==> src/rtl/defines_package.sv <==
// Shared rasterizer types.
// Point2D carries signed 16-bit screen coordinates.
package defines_package;

   typedef struct packed {
      logic signed [15:0] x;
      logic signed [15:0] y;
   } Point2D;

endpackage

==> src/rtl/tri_edge_sequencer.sv <==
// Wireframe triangle front-end: walks the three edges through the
// line engine with x-ordered endpoints, watchdog and abort.
module tri_edge_sequencer
   import defines_package::*;
#(
   parameter int TIMEOUT_CYCLES  = 4096,
   parameter bit SKIP_DEGENERATE = 1'b1
) (
   input  logic       clk,
   input  logic       rst,
   input  logic       tri_valid,
   output logic       tri_ready,
   input  Point2D     v0,
   input  Point2D     v1,
   input  Point2D     v2,
   input  logic       abort,
   output logic       line_start,
   output Point2D     line_p,
   output Point2D     line_q,
   input  logic       line_done,
   output logic [1:0] edge_idx,
   output logic       tri_done,
   output logic       err_timeout
);

   localparam int WW = $clog2(TIMEOUT_CYCLES);
   localparam logic [WW-1:0] WD_LAST = WW'(TIMEOUT_CYCLES - 1);

   typedef enum logic [2:0] {
      S_IDLE,
      S_SETUP,
      S_START,
      S_WAIT,
      S_NEXT,
      S_DONE
   } state_t;

   state_t        state_q;
   state_t        state_d;
   Point2D        va_q;
   Point2D        vb_q;
   Point2D        vc_q;
   logic [WW-1:0] wd_q;

   Point2D pa;
   Point2D pb;
   logic   swap;
   logic   degen;

   logic accept;
   logic ld_pair;
   logic inc_edge;
   logic set_err;
   logic wd_clr;
   logic wd_inc;

   always_comb begin
      pa = va_q;
      pb = vb_q;
      unique case (1'b1)
         (edge_idx == 2'd1): begin
            pa = vb_q;
            pb = vc_q;
         end
         (edge_idx == 2'd2): begin
            pa = vc_q;
            pb = va_q;
         end
         default: ;
      endcase
   end

   // Lexicographic (x, then y) order so the engine always steps +x.
   assign swap = ($signed(pa.x) > $signed(pb.x)) ||
                 ((pa.x == pb.x) && ($signed(pa.y) > $signed(pb.y)));
   assign degen = (pa == pb);

   always_comb begin
      state_d  = state_q;
      accept   = 1'b0;
      ld_pair  = 1'b0;
      inc_edge = 1'b0;
      set_err  = 1'b0;
      wd_clr   = 1'b0;
      wd_inc   = 1'b0;
      if (abort && (state_q != S_IDLE)) begin
         state_d = S_IDLE;
      end else begin
         case (state_q)
            S_IDLE: begin
               if (tri_valid) begin
                  accept  = 1'b1;
                  state_d = S_SETUP;
               end
            end
            S_SETUP: begin
               ld_pair = 1'b1;
               if (degen && SKIP_DEGENERATE)
                  state_d = S_NEXT;
               else
                  state_d = S_START;
            end
            S_START: begin
               wd_clr  = 1'b1;
               state_d = S_WAIT;
            end
            S_WAIT: begin
               if (line_done) begin
                  state_d = S_NEXT;
               end else if (wd_q == WD_LAST) begin
                  set_err = 1'b1;
                  state_d = S_NEXT;
               end else begin
                  wd_inc = 1'b1;
               end
            end
            S_NEXT: begin
               if (edge_idx == 2'd2) begin
                  state_d = S_DONE;
               end else begin
                  inc_edge = 1'b1;
                  state_d  = S_SETUP;
               end
            end
            S_DONE:  state_d = S_IDLE;
            default: state_d = S_IDLE;
         endcase
      end
   end

   always_ff @(posedge clk) begin
      if (rst) begin
         state_q     <= S_IDLE;
         va_q        <= '0;
         vb_q        <= '0;
         vc_q        <= '0;
         line_p      <= '0;
         line_q      <= '0;
         edge_idx    <= 2'd0;
         err_timeout <= 1'b0;
         wd_q        <= '0;
      end else begin
         state_q <= state_d;
         if (accept) begin
            va_q     <= v0;
            vb_q     <= v1;
            vc_q     <= v2;
            edge_idx <= 2'd0;
         end
         if (inc_edge)
            edge_idx <= edge_idx + 2'd1;
         if (ld_pair) begin
            line_p <= swap ? pb : pa;
            line_q <= swap ? pa : pb;
         end
         if (set_err)
            err_timeout <= 1'b1;
         if (wd_clr)
            wd_q <= '0;
         else if (wd_inc)
            wd_q <= wd_q + 1'b1;
      end
   end

   assign tri_ready  = (state_q == S_IDLE);
   assign line_start = (state_q == S_START) && !abort;
   assign tri_done   = (state_q == S_DONE) && !abort;

endmodule

==> config.mk <==
export PLATFORM = sky130hd
export DESIGN_NAME = tri_edge_sequencer
export DESIGN_NICKNAME = d
export VERILOG_FILES = /design/src/rtl/defines_package.sv /design/src/rtl/tri_edge_sequencer.sv
export SDC_FILE = /design/constraint.sdc
export NUM_CORES = 1
export LEC_CHECK = 0
export CAP_MARGIN = 0
export CORE_UTILIZATION = 50
export CTS_CLUSTER_DIAMETER = 200
export CTS_CLUSTER_SIZE = 16
export DETAILED_ROUTE_END_ITERATION = 16
export PLACE_DENSITY = 0.82
export SYNTH_ARGS = -nofsm -noshare
export SYNTH_HDL_FRONTEND = slang
export SYNTH_SLANG_ARGS = --single-unit
==> constraint.sdc <==
create_clock -name clk -period 4.9 [get_ports clk]
set_input_delay 1.225 -clock clk [delete_from_list [all_inputs] [get_ports clk]]
set_output_delay 1.225 -clock clk [all_outputs]
set_load 0.02 [all_outputs]
==> reports/qor.yml <==
p_leak_nw: 4.860
ant_nets: 0
cpMostUsedCell: "nand4_1"
routed_wl_um: 29110
grtUsageTotal_pct: 28.16
area.sequential_um2: 3563
fillCellCount: 1657
synth_fp_nets: 1367
crit_chain: "ha_2 > a22oi_1 > o21ai_0 > ha_1 > nand4_1 > nor2_1 > nand4_1 > a31oi_1 > a41o_1 > o31ai_4 > buf_12 > a221oi_2"
period_share_pct: 88.61
hp-class: "reg2reg"
rrSetupSlack_ns: 0.56
synth_seq_cells: 178
layout_common_cells: "237 x nand2_1, 178 x dfxtp_1, 169 x clkdlybuf4s50_1"
grt_pass1_wl_um: 45770
setup_viol: 0
stdcell_count: 1604
cts_max_path_buffers: 2
final-hold-violation-count: 0
io_pins: 171
grt_util_met2_pct: 41.44
drt_iter0_drc: 1292
fin_tns_setup_ns: 0
met3_usage_pct: 4.470
cts.sinks: 178
dieArea_um2: 20740
vias: 9737
end_kind: "flip-flop"
final_common_cell: "nand2_1"
synth_flop_cell: "dfxtp_1"
cp_top_family: "compound AO/OA/AOI/OAI gates"
drv_cap: 0
synth_area_um2: 10080
multi_input_comb_area_um2: 5989
syn_inst: 1234
antenna_found_initial: 0
drt-pass1-iter-count: 7
drcViolationCount: 0
drv_slew: 0
wl_per_cell_um: 18.15
area_delta_synth_final_pct: 23.34
grt_pass1_vias: 8715
cts_resized: 0
setup.worst_path.class: "reg2reg"
crit_buf_inv: 1
rows: 51
seq_area_frac_synth_pct: 35.34
vias_per_cell: 6.070
crit_slowest_cell: "ha_2"
p_per_area_nw_per_um2: 324.8
cts_buffers: 17
overflow: 0
relSlewSlack_pct: 34.50
startpoint_type: "flip-flop"
worstPathMaxFanout: 63
p_total_mw: 4.039
worstPathRequired_ns: 5.24
run_status: "finished, final reports clean"
min_period_ns: 4.342
root_buffer: "clkbuf_16"
whs_path_depth: 2
htreeDepth: 4
synth.avg_cell_area_um2: 8.170
antenna_cells: 0
cts.clk_slew.worst_paths_ns: 0.07
core-area_um2: 19590
timing.rr.end: "line_p[22]"
die_h_um: 144
worst_pin_slew_ns: 0.9825
rsz0062_at_grt: "false"
drive_gt1_share_pct: 9.709
met1_usage_pct: 41.57
slowest_delay_ns: 0.76
grt.busiest_layer: "met1"
dp_cells: 1573
cts_hold_buf: 0
gp_congestion: 0.8490
hold_start: "vb_q[13]"
finClkSkew_ns: 0.01133
cp.arrival_ns: 4.68
reg2reg_depth: 12
synth_cell_type_count: 65
synth_edf_count: 0
final_nets: 1460
clk_latency_ns: 0.44
cts_tree: "yes"
max-vdd-ir-drop_mv: 0.2750
dpl.hpwl_um: 20040
postCtsSetupRepairBufs: 0
ys.warnings.count: 0
whs_endpoint: "vb_q[13]"
async_reset_ff_share_pct: 0
die_w_um: 144
fmax_mhz: 230.3
grt_max_degree: 107
timing.hold.ws_ns: 0.4719
r2r-start: "edge_idx[0]"
initial_utilization_pct: 51.47
place.port_buffers: 170
## stage by stage
| stage | instance area (µm²) | worst slack [ns] | util [%] |
|---|---|---|---|
| 2_1_floorplan | 10080 | 0.8333 | - |
| 3_3_place_gp | 11850 | 0.8454 | 60.47 |
| 3_5_place_dp | 11850 | 0.7692 | 60.47 |
| 4_1_cts | 12440 | 0.7575 | 63.48 |
| 5_1_grt | 12440 | 0.3427 | 63.48 |
| 6_report | 12440 | 0.5582 | 63.48 |
## cell families after synthesis
| logic type | share of synthesized area, % |
|---|---|
| simple gates | 21.25 |
| fa+ha+maj | 4.070 |
| mux | 0.1986 |
| xor+xnor | 0.9555 |
| flops | 35.34 |
| buf+inv | 5.560 |
| compound gates | 32.63 |
## per-layer routing
layer  vias to the layer above  wire length [µm]  share of wire [%]
li1                       4661                 -                  -
met1                      4583             13270                 46
met2                       453             12760                 44
met3                        40              2607                9.0
met4                         0               477                1.6
met5                         -                 0                  0
## worst max-delay path by stage
stage                     start          to  cells after the start
CTS                 edge_idx[0]  line_p[22]                     12
global placement          abort  line_start                      3
finish              edge_idx[0]  line_p[22]                     12
detailed placement  edge_idx[0]   line_q[2]                     12
global route        edge_idx[0]   line_p[8]                     12
floorplan           edge_idx[0]   line_p[2]                     16
## flip-flops by register name, indices dropped and copies added (netlist names)
signal       cells
vc_q            32
err_timeout      1
line_p          32
va_q            32
line_q          32
state_q          3
wd_q            12
edge_idx         2
vb_q            32
## where the power goes
group	switching [mW]	internal [mW]	leakage (nW)
clock	0.617	0.772	0.289
combinational	0.614	0.397	3.11
sequential	0.0901	1.55	1.46
total	1.32	2.72	4.86
## area by class of cell
type	instances	area share [%]
clock inverters	13	1.207
repair buffers	187	15.29
well taps	265	2.666
clock buffers	18	3.532
inverters	16	0.4829
flip-flops and latches	178	28.65
multi-input cells	927	48.16
## worst register-to-register path, stage by stage (launching register included)
cell and delay, ns:
dfxtp_1 0.39, ha_2 0.76, a22oi_1 0.20, o21ai_0 0.73, ha_1 0.29, nand4_1 0.12
nor2_1 0.15, nand4_1 0.27, a31oi_1 0.34, a41o_1 0.27, o31ai_4 0.12, buf_12 0.25
a221oi_2 0.35
## synthesized netlist by cell type (4+ instances only)
library cell    n  area, µm²
nor2b_1         7      43.79
buf_1          12      45.04
nor2_1         62      232.7
nand3b_1        5      37.54
nand3_1         8      40.04
inv_1          16      60.06
o21ai_0        73      365.4
xnor2_1         6      52.55
a211oi_1        4      30.03
ha_1           32      400.4
nand2_1       238      893.4
dfxtp_1       178       3563
xor2_1          5      43.79
or3_1           5      31.28
a22oi_1        30      225.2
a221oi_2       61      915.9
nand2b_1        4      25.02
a21oi_1       119      595.6
a221oi_1        4      35.03
nand4_1        10      62.56
or2_2           5      31.28
and2_1         61      381.6
a221o_1        33      330.3
nor4bb_1        4      40.04
clkbuf_1       80      300.3
nor3_1         36      180.2
o21bai_1       62      465.5
buf_2          13      65.06
buf_6           8      90.09
(Power assumes the default switching activity.)
==> RTL edit (config.mk and constraints unchanged) <==
Make the reset (`rst`) asynchronous in one clocked block.
--- a/src/rtl/tri_edge_sequencer.sv
+++ b/src/rtl/tri_edge_sequencer.sv
@@ -130,3 +130,3 @@
 
-   always_ff @(posedge clk) begin
+   always_ff @(posedge clk or posedge rst) begin
       if (rst) begin
Formal check against the unedited RTL: differs if rst is asserted again (counterexample within 4 cycles, from zero or initial values and one cycle with rst high); with rst held inactive, the same outputs for 4 cycles.
==> RTL edit against the original RTL <==
- die area is 6.1% lower
- setup slack worse by 210 ps
- count of clock-buffer cells in the layout up 3
- routed wire length shrank 13%
- synthesized cell count shrank 24%
- sequential cell count unchanged
- cell area down 4.2%
- synthesized area down 6.2%
Power is not compared: it rests on default switching activity, and its combinational part moved more than twofold at a synthesized area within 25%.
==> RTL edit: results (changes against the original RTL) <==
\begin{tabular}{lr}
\hline
Metric & Value \\
\hline
\multicolumn{2}{l}{\textbf{Drt}} \\
\quad Per-cell routed wire length & 19.3 um (+6.4\%) \\
\quad DRC violation total after the first TritonRoute iteration & 703 (-46\%) \\
\quad Number of vias per cell & 6.23 (+2.6\%) \\
\quad Met1 layer wirelength in the final routing & 11,300 um (-15\%) \\
\quad Total length of routed met2 wires & 11,300 um (-12\%) \\
\quad Vias post-DR & 8,195 (-16\%) \\
\quad Metal3 WL & 2180 um (-16\%) \\
\multicolumn{2}{l}{\textbf{Power and ir drop}} \\
\quad Overall power of the completed layout & 8.79 mW \\
\multicolumn{2}{l}{\textbf{Global route}} \\
\quad Met3 track demand over resource & 4.61\% (+0.14 points) \\
\quad Met1 Resource Use GR & 39.8\% (-1.8 points) \\
\quad Wire length of the first global-routing pass & 40,500 um (-12\%) \\
\multicolumn{2}{l}{\textbf{Place}} \\
\quad Post-placement setup slack & 553 ps (-216 ps) \\
\quad Routability Congestion & 0.934 (+10\%) \\
\quad Cell area after placement & 0.0114 mm2 (-4.2\%) \\
\multicolumn{2}{l}{\textbf{Outcome}} \\
\quad Outcome & complete, no violations \\
\multicolumn{2}{l}{\textbf{Yosys}} \\
\quad Synthesized-area fraction occupied by xor and xnor cells & 1.11\% (+0.16 points) \\
\quad Multiplexer share of the synthesized area & 11.5\% (+11 points) \\
\quad Ranking of synthesized cells by area & sky130\_fd\_sc\_hd\_\_dfrtp\_1 (47\%), sky130\_fd\_sc\_hd\_\_mux2\_2 (11\%), sky130\_fd\_sc\_hd\_\_nor2\_1 (4.7\%), sky130\_fd\_sc\_hd\_\_ha\_1 (4.2\%), sky130\_fd\_sc\_hd\_\_o21ai\_0 (4.1\%) \\
\quad Number of distinct library cell variants in the gate-level netlist after synthesis & 57 (-12\%) \\
\quad Syn nets & 1,070 (-22\%) \\
\multicolumn{2}{l}{\textbf{Critical path}} \\
\quad Longest individual stage delay on the worst path & 680 ps (-80 ps) \\
\quad Arrival @ worst endpoint & 4920 ps (+240 ps) \\
\quad Critical Path Fanout Max & 38 (-40\%) \\
\multicolumn{2}{l}{\textbf{STA}} \\
\quad Pin slew with the least headroom to its limit & 943 ps (-39.4 ps) \\
\quad Worst clock skew & 10.5 ps (-0.809 ps) \\
\multicolumn{2}{l}{\textbf{Finish}} \\
\quad Fill cells & 1,407 (-15\%) \\
\multicolumn{2}{l}{\textbf{Worst hold path}} \\
\quad Count of cells along the worst hold path & 1 (-1) \\
\hline
\end{tabular}
-- RTL edit: cell count changes after synthesis, sizes merged, moves of 29 or more --
cell	delta
and2	-57
dfrtp	+178
o21bai	-59
a221oi	-60
o22ai	+32
dfxtp	-178
mux2	+96
nor3	-29
nor2	+56
clkbuf	-38
a21oi	-78
nand2	-157
-- RTL edit: layout make-up --
type / instances / area (um2) / area share [%]
Multi-Input combinational cell: 674 / 4630 / 38.8
Sequential cell: 178 / 4450 / 37.4
Timing Repair Buffer: 194 / 1940 / 16.3
Clock buffer: 21 / 480 / 4.03
Tap cell: 229 / 287 / 2.41
Clock inverter: 10 / 75.1 / 0.630
Inverter: 10 / 41.3 / 0.347
-- RTL edit: path summary, 6_finish.rpt --
path / startpoint / to / slack, ps
setup / recovery: edge_idx[0] / line_p[0] / 340
hold / removal: err_timeout / err_timeout / 490
setup reg to reg: edge_idx[0] / line_p[0] / 340
hold reg to reg: err_timeout / err_timeout / 490
max in group asynchronous: rst / va_q[28] / 2690
min in group asynchronous: rst / line_q[18] / 1350
